<file path="config.mk">
export PLATFORM = sky130hd
export DESIGN_NAME = clock_period_meter
export DESIGN_NICKNAME = d
export VERILOG_FILES = /design/src/rtl/clock_period_meter_pkg.sv /design/src/rtl/clock_period_meter_sync_edge_detect.sv /design/src/rtl/clock_period_meter.sv
export SDC_FILE = /design/constraint.sdc
export NUM_CORES = 1
export LEC_CHECK = 0
export ABC_AREA = 0
export BUFFER_PORTS_ARGS = -buffer_cell sky130_fd_sc_hd__buf_2
export CAP_MARGIN = 30
export CORE_ASPECT_RATIO = 0.6
export CORE_MARGIN = 1
export CORE_UTILIZATION = 59
export CTS_CLUSTER_SIZE = 12
export DETAILED_ROUTE_END_ITERATION = 8
export GPL_ROUTABILITY_DRIVEN = 0
export HOLD_SLACK_MARGIN = 0.06
export PLACE_DENSITY = 0.81
export SYNTH_ARGS = -nofsm -noshare
export SYNTH_HDL_FRONTEND = slang
export SYNTH_SLANG_ARGS = --single-unit
</file>
<file path="constraint.sdc">
create_clock -name clk -period 3.35 [get_ports clk]
set_clock_uncertainty 0.15 [all_clocks]
set_input_delay 0 -clock clk [delete_from_list [all_inputs] [get_ports clk]]
set_output_delay 0 -clock clk [all_outputs]
set_load 0.1 [all_outputs]
</file>
<file path="src/rtl/clock_period_meter_pkg.sv">
// Shared definitions for the clock period meter: FSM state encoding and default counter width.
package clock_period_meter_pkg;

    localparam int DEFAULT_CNT_W = 28;

    typedef enum logic [1:0] {
        IDLE      = 2'd0,
        WAIT_RISE = 2'd1,
        MEAS_HIGH = 2'd2,
        MEAS_LOW  = 2'd3
    } meas_state_t;

endpackage

</file>
<file path="src/rtl/clock_period_meter_sync_edge_detect.sv">
// Two-flop synchronizer followed by a history flop, giving a clean level plus
// single-cycle rise/fall strobes for slow or asynchronous inputs.
module sync_edge_detect (
    input  logic clk,
    input  logic reset,
    input  logic d,
    output logic level,
    output logic rise,
    output logic fall
);

    logic meta;
    logic sync;
    logic prev;

    always_ff @(posedge clk or negedge reset) begin
        if (!reset) begin
            meta <= 1'b0;
            sync <= 1'b0;
            prev <= 1'b0;
        end else begin
            meta <= d;
            sync <= meta;
            prev <= sync;
        end
    end

    assign level = sync;
    assign rise  = sync & ~prev;
    assign fall  = ~sync & prev;

endmodule

</file>
<file path="src/rtl/clock_period_meter.sv">
// Single-shot measurement of the period and high time of a slow input, in clk cycles,
// with a start-to-done timeout guarding against a stuck input.
module clock_period_meter
    import clock_period_meter_pkg::*;
#(
    parameter int CNT_W   = DEFAULT_CNT_W,
    parameter int TIMEOUT = 200000000
) (
    input  logic             clk,
    input  logic             reset,
    input  logic             sig_in,
    input  logic             start,
    output logic             busy,
    output logic             done,
    output logic             timeout,
    output logic [CNT_W-1:0] period_cnt,
    output logic [CNT_W-1:0] high_cnt
);

    localparam logic [CNT_W-1:0] TIMEOUT_VAL = CNT_W'(TIMEOUT);

    meas_state_t      state;
    logic [CNT_W-1:0] timer;
    logic [CNT_W-1:0] cnt;
    logic [CNT_W-1:0] high_capture;
    logic             rise_det;
    logic             fall_det;

    sync_edge_detect u_sync (
        .clk   (clk),
        .reset (reset),
        .d     (sig_in),
        .level (),
        .rise  (rise_det),
        .fall  (fall_det)
    );

    // The high time is held privately until the closing rise so published results
    // only ever change together with done.
    always_ff @(posedge clk or negedge reset) begin
        if (!reset) begin
            state        <= IDLE;
            busy         <= 1'b0;
            done         <= 1'b0;
            timeout      <= 1'b0;
            period_cnt   <= '0;
            high_cnt     <= '0;
            timer        <= '0;
            cnt          <= '0;
            high_capture <= '0;
        end else begin
            done <= 1'b0;
            if (state != IDLE && timer == TIMEOUT_VAL) begin
                state      <= IDLE;
                done       <= 1'b1;
                timeout    <= 1'b1;
                busy       <= 1'b0;
                period_cnt <= '0;
                high_cnt   <= '0;
            end else begin
                if (busy) begin
                    timer <= timer + 1'b1;
                end
                case (state)
                    IDLE: begin
                        if (start) begin
                            state <= WAIT_RISE;
                            busy  <= 1'b1;
                            timer <= {{(CNT_W-1){1'b0}}, 1'b1};
                        end
                    end
                    WAIT_RISE: begin
                        if (rise_det) begin
                            cnt   <= {{(CNT_W-1){1'b0}}, 1'b1};
                            state <= MEAS_HIGH;
                        end
                    end
                    MEAS_HIGH: begin
                        cnt <= cnt + 1'b1;
                        if (fall_det) begin
                            high_capture <= cnt;
                            state        <= MEAS_LOW;
                        end
                    end
                    MEAS_LOW: begin
                        cnt <= cnt + 1'b1;
                        if (rise_det) begin
                            period_cnt <= cnt;
                            high_cnt   <= high_capture;
                            done       <= 1'b1;
                            timeout    <= 1'b0;
                            busy       <= 1'b0;
                            state      <= IDLE;
                        end
                    end
                    default: state <= IDLE;
                endcase
            end
        end
    end

endmodule

</file>
# ---- Word-level counts from Yosys, hierarchy flattened
# Cells that the tools add are included.
dict set report totals {
  register_bits 148
  latch_bits 0
  mem_bits_rw 0
  rom_bits 0
  output_inout_bits 59
  word_cells 67
  n_memories 0
}
dict set report classes {
  addsub 2
  mul 0
  n_div 0
  n_lt_le_gt_ge 0
  n_eq_ne 9
  n_shift 0
  muxes 26
  bitwise_logic 5
  n_reduce_logical 13
}
# cell count
set ops {}
lappend ops {{2-to-1 mux 28 bit} 10}
lappend ops {{adder 28 x 1 -> 28 bit (second input constant)} 2}
lappend ops {{one-hot mux 28 bit (2 select lines)} 1}
lappend ops {{== test 28 bit (second input constant)} 1}
lappend ops {{!= test 3 bit (second input constant)} 4}
lappend ops {{2-to-1 mux 2 bit} 5}
lappend ops {{AND reduction 3 bit} 3}
lappend ops {{2-to-1 mux 1 bit} 8}
lappend ops {{one-hot mux 2 bit (4 select lines)} 1}
lappend ops {{nonzero test 2 bit} 4}
lappend ops {{== test 2 bit (second input constant)} 2}
lappend ops {{AND reduction 4 bit} 1}
lappend ops {{inverter 1 bit} 3}
lappend ops {{nonzero test 3 bit} 1}
lappend ops {{bitwise AND 1 bit} 2}
lappend ops {{== test 2 x 1 -> 1 bit (second input constant)} 1}
lappend ops {{logical NOT 2 bit} 1}
lappend ops {{!= test 2 bit (second input constant)} 1}
lappend ops {{one-hot mux 1 bit (2 select lines)} 1}
lappend ops {{AND reduction 2 bit} 1}
lappend ops {{OR reduction 2 bit} 1}
lappend ops {{logical AND 1 bit} 1}

# ---- Logic depth before layout (Yosys ltp)
# Gate-level depths: netlist of the first run.
dict set report logic_depth {
  word_depth 5
  mapped_depth 11
  ltp_nobuf 8
}

# ---- By module
# Synthesis of the first run repeated with hierarchy kept, for this count alone.
dict set report unflattened {
  cells_unflattened 679
  hier_area_um2 6792.8
}
# mod instances cells_each area_per_inst_um2 seq_area_each_um2
set by_module_without_submodules {}
lappend by_module_without_submodules {clock_period_meter 1 674 6702.7 3628.5}
lappend by_module_without_submodules {sync_edge_detect 1 5 90.1 75.1}

# ---- Least setup slack after synthesis of the first run
# No wires, ideal clock.
dict set report synth_timing {
  kind {register to register}
  startpoint {register state[0]}
  endpoint {register high_capture[10]}
  t_arrival_ns 2.541
  setup_slack_ns 0.533
  stages_incl_launch_ff 11
  period_less_slack_ns 2.817
  path_cell_list {dfrtp_1 inv_1 ha_1 or3b_1 or4_4 or2_1 clkbuf_1 and4b_1 buf_6 buf_6 mux2_4}
}
dict set report synth_between {
  elab_chain_len 4
  elab_cells_between_ends 5
}
# item line_no
set synth_lines {}
lappend synth_lines {{start: declaration} clock_period_meter.sv:22} ;# meas_state_t state;
lappend synth_lines {{start signal: assignment} clock_period_meter.sv:42} ;# state <= IDLE;
lappend synth_lines {{start signal: assignment} clock_period_meter.sv:54} ;# state <= IDLE;
lappend synth_lines {{start signal: assignment} clock_period_meter.sv:67} ;# state <= WAIT_RISE;
lappend synth_lines {{nonzero test 2 bit} clock_period_meter.sv:53} ;# if (state != IDLE && timer == TIMEOUT_VAL) begin
lappend synth_lines {{logical AND 1 bit} clock_period_meter.sv:53}
lappend synth_lines {{inverter 1 bit (no source line)} n/a}
lappend synth_lines {{AND reduction 3 bit (no source line) (*)} n/a}
lappend synth_lines {{end signal: assignment} clock_period_meter.sv:81} ;# high_capture <= cnt;
lappend synth_lines {{end: declaration} clock_period_meter.sv:25} ;# logic [CNT_W-1:0] high_capture;
# Every way passes the cells marked *; elsewhere a longest branch is shown, timed or not.
# A chain may end at the register's enable or synchronous reset.

# ---- Worst setup path in the final report of the first run
dict set report layout_timing {
  startpoint {register state[1]}
  endpoint {register high_capture[11]}
}
# Same word-level chain as after synthesis.

==> results.py, run 1 <==
metrics = {
    "detailed_routing": {
        "drc_violation_count_after_routing": 0,
        "average_wire_per_cell_in_the_routed_design_um": 17.40,
        "routed_wl_mm": 15.40,
        "starting_drc_count_in_detailed_routing": 590,
        "post_drt_via_cell_ratio": 6.000,
        "drtAntennaViolNets": 0,
        "number_of_vias_in_the_routed_layout": 5310,
        "dr.pass1.iters": 6,
    },
    "sta": {
        "period_share_pct": 93.16,
        "hold_viol": 0,
        "setup_viol": 0,
        "totalNegativeSetupSlack_ps": 0,
        "final.hold.worst_slack_ps": 196.7,
        "period_needed_ps": 3121,
        "worst_pin_slew_ps": 1022,
        "finalMaxSlewViolations": 0,
        "max_freq_mhz": 320.4,
        "slew-limit-headroom_pct": 31.84,
        "unrepaired_setup_endpoints_after_global_routing": "no",
    },
    "synth": {
        "synth-edff-count": 0,
        "synth_sequential_area_ratio_pct": 55.20,
        "synthTopCellsByArea": "dfrtp_1 55%, nand2_1 8.3%, nand3_1 5.1%",
        "synthDominantAreaCellType": "dfrtp_1",
        "synthArstFlopShare_pct": 100.0,
        "post_synthesis_instance_area_um2": 6709,
        "synth_common_cells": "149 x nand2_1, 148 x dfrtp_1, 68 x nand3_1",
        "synthesis.area_per_instance_um2": 9.998,
        "yosysWarnings": 0,
        "synth_cell_type_count": 45,
        "synth_ff_type": "dfrtp_1",
        "synth_largest_type_area_fraction_pct": 55.20,
        "syn_inst": 671,
        "yosys.cell_count.top_type": "nand2_1",
        "number_of_flip_flops_and_latches_in_the_synthesized_netlist": 148,
        "synthesis.nets": 683,
    },
    "worst_setup_path": {
        "worstSetupPathType": "register to register",
        "cp_data_required_time_ps": 3500,
        "cp-start-kind": "register",
        "worst_r2r_path_depth": 8,
        "path_buf_inv": 2,
        "critical_path.cell_chain": "inv_1 > ha_1 > or3b_1 > or4_4 > or2_2 > and4b_1 > buf_4 > mux2_4",
        "worstReg2RegEnd": "high_capture[11]",
        "crit_path_max_fanout": 28,
        "timing.rr.start": "state[1]",
        "slowest_stage": "or4_4",
        "setup.worst_path.end_class": "register",
        "crit_path_max_incr_delay_ps": 530,
        "cp_data_arrival_time_ps": 3280,
        "critical-path-top-delay-family": "simple AND/OR/NAND/NOR gates",
        "worst-r2r-setup-slack_ps": 230,
    },
    "global_route": {
        "grt_pass1_vias": 5027,
        "largest_net_degree_at_the_start_of_global_routing": 110,
        "grt_pass1_wl_mm": 26.30,
        "antenna_found_initial": 0,
        "grt-ovfl-total": 0,
        "gr-usage-all-layers_pct": 28.67,
    },
    "clock_tree": {
        "clock_tree.root_cell": "clkbuf_16",
        "cts_tree": "yes",
        "cts.sink_count": 148,
        "worstSkewPairLatency_ps": 420,
        "cts_max_level": 4,
        "cts.reportedPaths.clkPinSlew_ps": 60,
        "cts-root-to-sink-buffers": 2,
        "clock_buffers_created_by_tritoncts": 17,
    },
    "pwr": {
        "sw_frac_of_total_pct": 34.12,
        "power_leakage_nw": 3.847,
        "vdd.ir_drop.worst_mv": 0.7440,
        "powerDensity_nw_per_um2": 659.2,
        "power.share.combinational_pct": 23.1,
        "power.internal_mw": 3.387,
        "power.sequential.fraction_pct": 39.7,
        "share_of_total_power_in_the_clock_network_pct": 37.2,
        "design_power_total_mw": 5.141,
        "p_sw_mw": 1.754,
    },
    "floorplanning": {
        "row_count": 29,
        "floorplan.core_area_um2": 10810,
        "starting_utilization_of_the_core_area_pct": 62.05,
        "die-area_um2": 11820,
        "die-height_um": 84.60,
        "io_pins": 63,
        "dieWidth_um": 139.7,
    },
    "finish": {
        "layout_area_growth_over_synthesis_pct": 16.24,
        "final_core_utilization_pct": 72.12,
        "final-instance-count-excl-fill": 885,
        "layout-drive-gt1-share_pct": 19.17,
        "finish.net_count": 746,
        "antenna_cells_inserted": 0,
    },
    "placement": {
        "dp_cells": 848,
        "numPortBuffers": 62,
        "dp_hpwl_mm": 9.855,
    },
    "run": {
        "max-cap-violations": 0,
    },
    "worst_hold_path": {
        "worstHoldPathCells": 0,
        "holdCritPathClass": "register to register",
        "worst_hold_path_ep": "u_sync.level",
        "min_delay_src": "u_sync.meta",
    },
    "run_status": {
        "outcome": "finished clean",
    },
}
## state kept, by name (all words and copies together) (netlist names)
| name | cells |
|---|---|
| period_cnt | 28 |
| high_capture | 28 |
| timeout | 1 |
| busy | 1 |
| u_sync.prev | 1 |
| high_cnt | 28 |
| state | 2 |
| u_sync.level | 1 |
| cnt | 28 |
| u_sync.meta | 1 |
| timer | 28 |
| done | 1 |
## per-layer routing
layer / routed length, um / GRT usage, % / vias to the layer above
met3: 980 / 7.416 / 24
met4: 165 / 8.991 / 0
met5: 0 / 0 / -
met1: 7436 / 42.73 / 2620
li1: - / - / 2455
met2: 6817 / 41.21 / 211
## final cells by class
cell class                      count  area (um2)
Clock buffer                       18       429.2
Clock inverter                     13       158.9
Fill cell                         761        3014
Inverter                           10       37.54
Multi-Input combinational cell    478        2806
Sequential cell                   148        3704
Tap cell                          139       173.9
Timing Repair Buffer               79       489.2
## cell families after synthesis
logic type | after synthesis | synth area share [%]
flip-flops | 148 | 55.20
XOR/XNOR | 28 | 3.655
adder cells (fa/ha/maj) | 8 | 1.492
multiplexers | 30 | 6.136
AND/OR/NAND/NOR | 338 | 24.00
AO/OA/AOI/OAI | 74 | 6.527
buffers and inverters | 45 | 2.984
## worst max path at each step
stage,startpoint,endpoint,slack (ps),cells after the start
2_1_floorplan,state[0],high_capture[10],530,10
3_3_place_gp,state[0],high_capture[19],380,8
3_5_place_dp,state[0],high_capture[13],300,8
4_1_cts,state[0],high_capture[26],240,8
5_1_grt,state[0],high_capture[10],150,8
6_report,state[1],high_capture[11],230,8
## layout by cell type (no fill, tap or decap), types with 5 or more instances in the layout
cell type,n
o31ai_1,9
nor4_1,10
a21oi_1,30
inv_1,9
buf_2,61
and3_1,6
nand4_1,13
nand2_1,149
xnor2_1,16
mux2_2,9
dfrtp_1,148
or3_1,18
ha_1,8
buf_4,10
nor2_1,34
xor2_1,12
o21ai_0,20
or4_1,8
dlygate4sd3_1,5
mux2_4,20
o2111ai_1,6
nand3_1,68
nor3_1,8
clkbuf_16,17
## repair_timing
item                       in CTS  in global routing
buffers inserted                0                  0
resized for setup               0                  1
hold buffers                    4                  1
hold endpoints to repair      112                 27
setup endpoints to repair       0                  1
## per-stage QoR
stage	setup WS, ps	area, um2
after floorplan	533.4	6709
after global placement	384.6	7133
after detailed placement	298.1	7133
after CTS	239.7	7761
after global routing	154.2	7799
final	229.1	7799
## power groups by stage
stage	registers (mW)	logic, mW	clock network (mW)
after floorplan	2.35	0.567	0
after global placement	2.05	1.09	0
after detailed placement	2.06	1.14	0
after CTS	2.04	1.17	1.93
after global routing	2.06	1.29	2.01
final	2.04	1.19	1.91
No activity file was read; power rests on OpenSTA's default activity.
==> run 2, diff against run 1 <==
Settings changed: SYNTH_HIERARCHICAL set to 1.
==> run 2 against run 1 <==
  * Largest power group unchanged
  * Global-route usage shrank 0.40 points
  * Synthesized cell count rose by 1.2%
  * Sequential share of layout area decreased by 0.099 points
  * Cell area up 0.21%
  * Non-clock buffer count decreased by 2
  * Total power rose by 5.9%
  * Clock-buffer cell count unchanged
  * Worst setup slack better by 530 ps
  * Sequential power is essentially flat
  * Critical path depth shrank 2
  * Die area increased by 1.2%
==> results.py, run 2 <==
metrics = {
    "placement": {
        "dp_hpwl_mm": 9.885,
        "numPortBuffers": 62,
    },
    "floorplanning": {
        "die-height_um": 85.12,
        "row_count": 29,
        "floorplan.core_area_um2": 10890,
        "die-area_um2": 11960,
        "starting_utilization_of_the_core_area_pct": 62.40,
        "dieWidth_um": 140.5,
        "io_pins": 63,
    },
    "global_route": {
        "grt-ovfl-total": 0,
        "gr-usage-all-layers_pct": 28.27,
        "largest_net_degree_at_the_start_of_global_routing": 92,
        "antenna_found_initial": 0,
        "grt_pass1_vias": 5346,
        "grt_pass1_wl_mm": 26.48,
    },
    "synth": {
        "synth_sequential_area_ratio_pct": 54.52,
        "synthTopCellsByArea": "dfrtp_1 55%, nand3_1 5.7%, a21oi_1 4.8%",
        "number_of_flip_flops_and_latches_in_the_synthesized_netlist": 148,
        "synth_ff_type": "dfrtp_1",
        "post_synthesis_instance_area_um2": 6793,
        "synthesis.area_per_instance_um2": 10.00,
        "synth_largest_type_area_fraction_pct": 54.52,
        "synthesis.nets": 691,
        "synth_cell_type_count": 51,
        "synthArstFlopShare_pct": 100.0,
        "synth-edff-count": 0,
        "yosys.cell_count.top_type": "dfrtp_1",
        "synthDominantAreaCellType": "dfrtp_1",
        "yosysWarnings": 6,
        "syn_inst": 679,
        "synth_common_cells": "148 x dfrtp_1, 78 x nand3_1, 74 x nand2_1",
    },
    "detailed_routing": {
        "number_of_vias_in_the_routed_layout": 5452,
        "drc_violation_count_after_routing": 0,
        "post_drt_via_cell_ratio": 6.231,
        "starting_drc_count_in_detailed_routing": 528,
        "routed_wl_mm": 15.69,
        "drtAntennaViolNets": 0,
        "average_wire_per_cell_in_the_routed_design_um": 17.93,
        "dr.pass1.iters": 5,
    },
    "sta": {
        "period_needed_ps": 2586,
        "slew-limit-headroom_pct": 44.27,
        "hold_viol": 0,
        "unrepaired_setup_endpoints_after_global_routing": "no",
        "period_share_pct": 77.20,
        "max_freq_mhz": 386.7,
        "totalNegativeSetupSlack_ps": 0,
        "worst_pin_slew_ps": 835.9,
        "finalMaxSlewViolations": 0,
        "setup_viol": 0,
    },
    "run_status": {
        "outcome": "finished clean",
    },
    "clock_tree": {
        "cts-root-to-sink-buffers": 2,
        "cts_max_level": 4,
        "clock_buffers_created_by_tritoncts": 17,
        "worstSkewPairLatency_ps": 420,
        "cts.sink_count": 148,
        "clock_tree.root_cell": "clkbuf_16",
        "cts_tree": "yes",
        "cts.reportedPaths.clkPinSlew_ps": 60,
    },
    "finish": {
        "finish.net_count": 735,
        "layout_area_growth_over_synthesis_pct": 15.05,
        "layout-drive-gt1-share_pct": 17.93,
        "most-common-layout-cells": "148 x dfrtp_1, 78 x nand3_1, 73 x nand2_1",
        "most_frequent_standard_cell_in_the_layout_excluding_fill_and_tap_cells": "dfrtp_1",
        "final_core_utilization_pct": 71.79,
        "antenna_cells_inserted": 0,
    },
    "worst_setup_path": {
        "worstSetupPathType": "register to register",
        "worst-r2r-setup-slack_ps": 760,
        "critical-path-top-delay-family": "simple AND/OR/NAND/NOR gates",
        "endpoint": "timer[2]",
        "worst_r2r_path_depth": 6,
        "cp.depth": 6,
        "crit_path_max_incr_delay_ps": 560,
        "cp-start-kind": "register",
        "path_buf_inv": 1,
        "worstReg2RegEnd": "timer[2]",
        "cp_data_required_time_ps": 3510,
        "cp-startpoint": "timer[18]",
        "setup.worst_path.end_class": "register",
        "crit_path_max_fanout": 65,
        "slowest_stage": "buf_4",
        "timing.rr.start": "timer[18]",
        "critical_path.cell_chain": "nor4b_1 > nand4_1 > nor3_4 > buf_4 > o311ai_0 > o41ai_1",
        "cp_data_arrival_time_ps": 2750,
    },
    "run": {
        "max-cap-violations": 0,
    },
    "pwr": {
        "power_leakage_nw": 3.729,
        "powerDensity_nw_per_um2": 696.6,
        "vdd.ir_drop.worst_mv": 0.4565,
    },
    "worst_hold_path": {
        "holdCritPathClass": "input port to register",
    },
}
[run 2: layer usage]
layer	up-vias	routed length (um)	part of all wire (%)	global-route usage, %
met1	2741	7105	45	39.76
met5	-	0	0	0
met3	14	925	5.9	6.659
li1	2499	-	-	-
met2	198	7512	48	44.32
met4	0	148	0.94	8.399
[run 2: what timing repair did]
action,in CTS,in global routing
hold endpoints to repair,103,0
resized for setup,0,0
buffers inserted,0,0
hold buffers,3,0
[run 2: cell families (layout without fill, tap and decap cells)]
kind of cell | Yosys count | count (layout) | share of synthesized area, %
mux | 28 | 28 | 4.973
simple gates | 258 | 258 | 18.88
buf+inv | 65 | 122 | 4.218
compound gates | 148 | 148 | 12.84
flops | 148 | 148 | 54.52
xor+xnor | 24 | 24 | 3.094
fa+ha+maj | 8 | 8 | 1.474
[run 2: worst register-to-register path: stages, from the launching register on]
cell      delay (ps)
dfrtp_1          430
nor4b_1          420
nand4_1          290
nor3_4           250
buf_4            560
o311ai_0         290
o41ai_1           90
[run 2: metrics by stage]
stage	worst slack (ps)	hold slack (ps)	power (mW)	cells	area, um2
after floorplan	997.6	-445.6	3.134	679	6793
after global placement	883.6	-41.30	3.403	840	7167
after detailed placement	817.0	-29.90	3.475	840	7167
after CTS	789.2	71.29	5.449	875	7815
after global routing	621.8	80.00	5.685	875	7815
final	763.7	78.30	5.444	875	7815
[run 2: power by group]
part	internal (mW)	total, mW	switching [mW]
registers	1.91	2.04	0.131
clock network	1.20	1.96	0.762
logic	0.367	1.44	1.07
[run 2: final cells by class]
type	instances	area [um2]
Sequential cell	148	3704
Fill cell	803	3070
Multi-Input combinational cell	466	2821
Timing Repair Buffer	77	449.2
Clock buffer	18	439.2
Clock inverter	14	178.9
Tap cell	139	173.9
Inverter	13	48.80
[run 2: worst min path at each step]
stage | start | to | slack [ps] | cells after the start
4_1_cts | sig_in | u_sync/meta | 70 | 2
6_report | sig_in | u_sync/meta | 80 | 2
2_1_floorplan | reset | busy | -450 | 0
3_5_place_dp | sig_in | u_sync/meta | -30 | 1
5_1_grt | sig_in | u_sync/meta | 80 | 2
3_3_place_gp | sig_in | u_sync/meta | -40 | 1
